$ cat config.mk
export PLATFORM = sky130hd
export DESIGN_NAME = expr_gen
export DESIGN_NICKNAME = d
export VERILOG_FILES = /design/src/rtl/expr_gen.sv
export SDC_FILE = /design/constraint.sdc
export NUM_CORES = 1
export LEC_CHECK = 0
export BUFFER_PORTS_ARGS = -buffer_cell sky130_fd_sc_hd__buf_2
export CELL_PAD_IN_SITES_DETAIL_PLACEMENT = 0
export CELL_PAD_IN_SITES_GLOBAL_PLACEMENT = 1
export CORE_MARGIN = 2
export CORE_UTILIZATION = 44
export CTS_CLUSTER_DIAMETER = 40
export DETAILED_ROUTE_END_ITERATION = 16
export GPL_ROUTABILITY_DRIVEN = 0
export PLACE_DENSITY_LB_ADDON = 0.1
export SLEW_MARGIN = 40
export SYNTH_ARGS = -nofsm -noshare
export SYNTH_HDL_FRONTEND = slang
export SYNTH_SLANG_ARGS = --single-unit
$ cat constraint.sdc
create_clock -name clk -period 5.9 [get_ports clk]
set_input_delay 1.475 -clock clk [delete_from_list [all_inputs] [get_ports clk]]
set_output_delay 1.475 -clock clk [all_outputs]
set_load 0.01 [all_outputs]
$ cat src/rtl/expr_gen.sv
// expr_gen: emits a digit/operator ASCII expression one character per clock
// and evaluates it with '*' binding tighter than '+', modulo 2^W.
// Ports: clk/clr (async active-high reset); start, num_terms, digits, ops
//        (request, captured on acceptance); char/char_valid (character
//        stream); busy, done, err (status pulses); result (expression value).
// Latency: first character one cycle after the accepting edge, 2N cycles
// total including the done cycle. start is only honoured in IDLE or DONE and
// is otherwise dropped, so there is no backpressure on the stream.
module expr_gen #(
  parameter int MAXT = 8,
  parameter int W    = 16
) (
  input  logic              clk,
  input  logic              clr,
  input  logic              start,
  input  logic [3:0]        num_terms,
  input  logic [4*MAXT-1:0] digits,
  input  logic [MAXT-2:0]   ops,
  output logic [7:0]        char,
  output logic              char_valid,
  output logic              busy,
  output logic              done,
  output logic              err,
  output logic [W-1:0]      result
);

  typedef enum logic [2:0] {
    S_IDLE  = 3'd0,
    S_DIGIT = 3'd1,
    S_OP    = 3'd2,
    S_DONE  = 3'd3,
    S_FAIL  = 3'd4
  } state_t;

  localparam logic [3:0] MAXT_L = 4'(MAXT);

  // r_state names the character class currently on the outputs, and r_k
  // the term index of that character.
  state_t            r_state, w_state;
  logic [3:0]        r_k, w_k;
  logic [3:0]        r_n, w_n;
  logic [4*MAXT-1:0] r_digits, w_digits;
  logic [MAXT-1:0]   r_ops, w_ops;
  logic [W-1:0]      r_sum, w_sum;
  logic [W-1:0]      r_prod, w_prod;
  logic [7:0]        r_char, w_char;
  logic              r_char_valid, w_char_valid;
  logic              r_busy, w_busy;
  logic              r_done, w_done;
  logic              r_err, w_err;
  logic [W-1:0]      r_result, w_result;

  logic              w_bad_req;
  logic [3:0]        w_k_next;
  logic [3:0]        w_d_next;
  logic [MAXT-1:0]   w_ops_sh;
  logic              w_op_mul;

  function automatic logic [3:0] digit_at(input logic [4*MAXT-1:0] v,
                                          input logic [3:0] idx);
    logic [4*MAXT-1:0] s;
    s = v >> {idx, 2'b00};
    return s[3:0];
  endfunction

  // Request validation looks only at the digits that will actually be used.
  always_comb begin
    w_bad_req = (num_terms == 4'd0) || (num_terms > MAXT_L);
    for (int i = 0; i < MAXT; i++) begin
      if ((4'(i) < num_terms) && (digits[4*i +: 4] > 4'd9)) begin
        w_bad_req = 1'b1;
      end
    end
  end

  assign w_k_next = r_k + 4'd1;
  assign w_d_next = digit_at(r_digits, w_k_next);
  assign w_ops_sh = r_ops >> r_k;
  assign w_op_mul = w_ops_sh[0];

  // Each digit is folded into prod as it is emitted; a '+' closes the
  // current product term into sum. The first digit is folded at acceptance.
  always_comb begin
    w_state      = r_state;
    w_k          = r_k;
    w_n          = r_n;
    w_digits     = r_digits;
    w_ops        = r_ops;
    w_sum        = r_sum;
    w_prod       = r_prod;
    w_char       = r_char;
    w_char_valid = 1'b0;
    w_busy       = 1'b0;
    w_done       = 1'b0;
    w_err        = 1'b0;
    w_result     = r_result;

    case (r_state)
      S_IDLE, S_DONE: begin
        w_state = S_IDLE;
        if (start) begin
          if (w_bad_req) begin
            w_state = S_FAIL;
            w_err   = 1'b1;
          end else begin
            w_state      = S_DIGIT;
            w_k          = 4'd0;
            w_n          = num_terms;
            w_digits     = digits;
            w_ops        = {1'b0, ops};
            w_sum        = '0;
            w_prod       = W'(digits[3:0]);
            w_char       = 8'h30 + {4'h0, digits[3:0]};
            w_char_valid = 1'b1;
            w_busy       = 1'b1;
          end
        end
      end

      S_DIGIT: begin
        if (r_k == r_n - 4'd1) begin
          w_state  = S_DONE;
          w_done   = 1'b1;
          w_result = r_sum + r_prod;
        end else begin
          w_state      = S_OP;
          w_char       = w_op_mul ? 8'h2A : 8'h2B;
          w_char_valid = 1'b1;
          w_busy       = 1'b1;
          if (!w_op_mul) begin
            w_sum  = r_sum + r_prod;
            w_prod = W'(1);
          end
        end
      end

      S_OP: begin
        w_state      = S_DIGIT;
        w_k          = w_k_next;
        w_prod       = r_prod * W'(w_d_next);
        w_char       = 8'h30 + {4'h0, w_d_next};
        w_char_valid = 1'b1;
        w_busy       = 1'b1;
      end

      S_FAIL: begin
        w_state = S_IDLE;
      end

      default: begin
        w_state = S_IDLE;
      end
    endcase
  end

  always_ff @(posedge clk or posedge clr) begin
    if (clr) begin
      r_state      <= S_IDLE;
      r_k          <= '0;
      r_n          <= '0;
      r_digits     <= '0;
      r_ops        <= '0;
      r_sum        <= '0;
      r_prod       <= '0;
      r_char       <= '0;
      r_char_valid <= 1'b0;
      r_busy       <= 1'b0;
      r_done       <= 1'b0;
      r_err        <= 1'b0;
      r_result     <= '0;
    end else begin
      r_state      <= w_state;
      r_k          <= w_k;
      r_n          <= w_n;
      r_digits     <= w_digits;
      r_ops        <= w_ops;
      r_sum        <= w_sum;
      r_prod       <= w_prod;
      r_char       <= w_char;
      r_char_valid <= w_char_valid;
      r_busy       <= w_busy;
      r_done       <= w_done;
      r_err        <= w_err;
      r_result     <= w_result;
    end
  end

  assign char       = r_char;
  assign char_valid = r_char_valid;
  assign busy       = r_busy;
  assign done       = r_done;
  assign err        = r_err;
  assign result     = r_result;

endmodule

==> results.md <==
* # nets final at between 800 and 900
* Vias per std cell at between 5 and 6
* Post-synth EDFFs at 0
* Critical Path RT at approximately 6.2 ns
* Worst path max stage delay at between 0.5 and 0.6 ns
* P_leak at 0.00398 uW
* Remaining DRCs at 0
* Initial DRC Count at about 280
* Average size of a mapped cell at roughly 11 um2
* Die Area at roughly 17000 um2
* GR Util All Layers at 0.216
* Mapped cell area at slightly below 7000 um2
* Layout cells sized above 1 at 0.195
* Hpwl dp at ~13 mm
* DRT Pass-1 Iters at 4
* Wire per inst at around 18 um
* Vias post-DR at approximately 5k
* Family with the most delay on the worst path: adder cells
* Max-Cap Viols at 0
* Yosys reg bits at around 110
* Commonest cells after routing, fill and taps aside: dfrtp_1 (107), nand2_1 (78), buf_2 (71)
* Largest net degree at the start of global routing at 72
* R2R setup slack at 0.36 ns
* Commonest non-fill, non-tap cell in the layout: dfrtp_1
* Register area share after synthesis at 0.385
* Port Buffers at between 70 and 80
* CP cell instances: ha_4 > mux4_2 > mux2_2 > and2_1 > nand2_1 > fa_1 > fa_1 > inv_1 > fa_1 > a21o_1 > a21oi_1 > o21bai_1 > a2111oi_2 > buf_4 > o31ai_1 > a31o_2 > a221o_1
* Status: completed
* Setup crit start: r_k[0]
* Compound-cell area share of the yosys netlist at 0.138
* Crit path top cell by count: fa_1
* CP Class: reg -> reg
* CTS Root Buffer Type: clkbuf_16
* Share of Yosys cell area claimed by the top area cell type at 0.385
* Multiplexer share of the synthesized area at 0.121
* Final hold violations at 0
* Post-Synth Simple-Gate Area at 0.132
* Crit path capture: r_prod[14]
* Critical-path top delay cell: fa_1
* Core box area at about 15000 um2
* Asr flop ratio synth at 1.00
* Met1 Resource Use GR at 0.296
* Fmax at 181 MHz
* Critical path depth at 17
* Tmin final at about 5.5 ns
* Initial core utilization at 0.454
* Die boundary height at approximately 130 um
* Vias in the first global route at ~5.3k
* CTS tree: done
* Final slew viol count at 0
* Global-route wire length before repair at roughly 28 mm
* Dominant cell type by area after synthesis: dfrtp_1
* Largest fanout on the critical path at 11
* Area growth, synth to finish at 13.8%
* GRT Max-Usage Layer: met2
* Filler instances at around 1.4k
* Unique masters post-synth at 66
* Xor and xnor fraction of the mapped netlist area at 0.0435
* RR Endpoint: r_prod[14]
* Initial antenna violation count at 0
* Reg clk slew, reported paths at 0.08 ns
* GR Layer Usage met2 at 0.346
* Non-filler cells, final at approximately 940
* Final TNS setup at 0 ns
* Antenna Nets Post-Route at 0
* # IOs at between 70 and 80
* Startpoint types: register
* Inserted Diodes at 0
* Top cells by area, synth: dfrtp_1 (38%), fa_1 (7.5%), mux2_1 (7.1%)
* # setup viols final at 0
* Row count at 45
* Ys Warns at 0
* Final WL at ~17 mm
* WP buf/inv at 2
* Gr ovfl total at 0
* Actual slew at the worst max-slew pin at ~0.64 ns
* Post-CTS setup buffer count at 0
* Cells after Synth at between 600 and 700
* Slew HR at 0.572
* Main combinational cell family by area after synthesis: compound AO/OA/AOI/OAI gates
* Worst Setup End Kind: register
* Fin Clk Skew at roughly 0.012 ns
* CTS buffer count at 9
* CTS H-Tree Depth at 3
* Final critical-path share of the clock period at 0.938
* Sink Count at approximately 110
* Synth Area in Adders at 0.134
* Top FF cell, synth: dfrtp_1
* Crit path DAT at 5.78 ns
* Clock latency on the worst-skew pair at 0.37 ns
* RSZ-0062 raised after global routing: no
* Met3 usage at 0.0484
* Reg2Reg Depth at 17
* Die X-Extent at about 130 um
* Peak supply drop at between 200 and 250 uV
* Hold crit path type: reg -> reg
* Clk buf depth at 2
* FF-to-FF Start: r_k[0]
* Power Density at 449 nW/um2
* Placed Instances at about 930
* Hold path depth at 2
==> power by group <==
group,internal [uW],total (uW),switching (uW)
Sequential,967,1160,192
Clock,299,608,309
Combinational,778,1790,1010
==> state kept, by name (all words and copies together) (netlist names) <==
| register | flops |
|---|---|
| char | 6 |
| r_ops | 7 |
| result | 16 |
| done | 1 |
| r_n | 4 |
| err | 1 |
| r_state | 3 |
| r_k | 4 |
| r_digits | 32 |
| busy | 1 |
| r_prod | 16 |
| r_sum | 16 |
==> per-layer routing <==
| metal | wire length (um) | part of all wire | vias up |
|---|---|---|---|
| met3 | 731 | 0.043 | 19 |
| met2 | 8070 | 0.48 | 103 |
| met4 | 231 | 0.014 | 0 |
| met1 | 7810 | 0.46 | 2532 |
| met5 | 0 | 0 | - |
| li1 | - | - | 2459 |
==> worst register-to-register path, stage by stage (launching register included) <==
cell,delay [ns]
dfrtp_1,0.42
ha_4,0.38
mux4_2,0.51
mux2_2,0.38
and2_1,0.25
nand2_1,0.11
fa_1,0.46
fa_1,0.54
inv_1,0.07
fa_1,0.48
a21o_1,0.20
a21oi_1,0.25
o21bai_1,0.14
a2111oi_2,0.37
buf_4,0.17
o31ai_1,0.12
a31o_2,0.27
a221o_1,0.28
==> synthesized netlist by cell type (all sizes together), types with 6 or more instances <==
cell and n:
nor3 13, clkbuf 14, nand2 78, a21o 9, xor2 13, nand2b 6
a31o 6, dfrtp 107, buf 14, ha 33, fa 26, xnor2 19
nand3 11, and3 23, and2 15, a22o 24, inv 49, o21ai 23
nor2 18, mux4 9, mux2 54, a21oi 21
==> layout make-up <==
| class | count | area, um2 | share of cell area |
|---|---|---|---|
| repair buffers | 85 | 480 | 0.0607 |
| inverters | 50 | 193 | 0.0243 |
| multi-input cells | 474 | 4010 | 0.507 |
| flip-flops and latches | 107 | 2680 | 0.338 |
| clock buffers | 10 | 229 | 0.0289 |
| clock inverters | 6 | 62.6 | 0.00790 |
| well taps | 211 | 264 | 0.0333 |
==> worst min path at each step <==
stage           startpoint  slack [ns]     endpoint
5_1_grt          result[9]        0.49    result[9]
2_1_floorplan  r_digits[0]        0.45  r_digits[0]
6_report         result[0]        0.46    result[0]
3_3_place_gp     result[1]        0.44    result[1]
4_1_cts          result[4]        0.47    result[4]
3_5_place_dp     result[4]        0.45    result[4]
==> metrics by stage <==
stage          hold WS (ns)  setup WS (ns)  total power [uW]  area [um2]  utilization
2_1_floorplan         0.452          0.447              2430        6960            -
3_3_place_gp          0.444          0.112              2870        7550        0.493
3_5_place_dp          0.451         0.0497              2940        7600        0.496
4_1_cts               0.468         0.0486              3580        7900        0.516
5_1_grt               0.491         0.0793              3880        7920        0.517
6_report              0.461          0.365              3560        7920        0.517
==> cells by family after synthesis <==
logic type,Yosys count
AO/OA/AOI/OAI,129
XOR/XNOR,33
adder cells (fa/ha/maj),59
buffers and inverters,78
flip-flops,107
multiplexers,66
other,1
AND/OR/NAND/NOR,185
==> repair_timing <==
item	CTS	global route
hold buffers	0	0
setup endpoints to repair	1	2
cloned	0	0
gates resized for setup	1	4
Power figures use the tool's default switching activity.
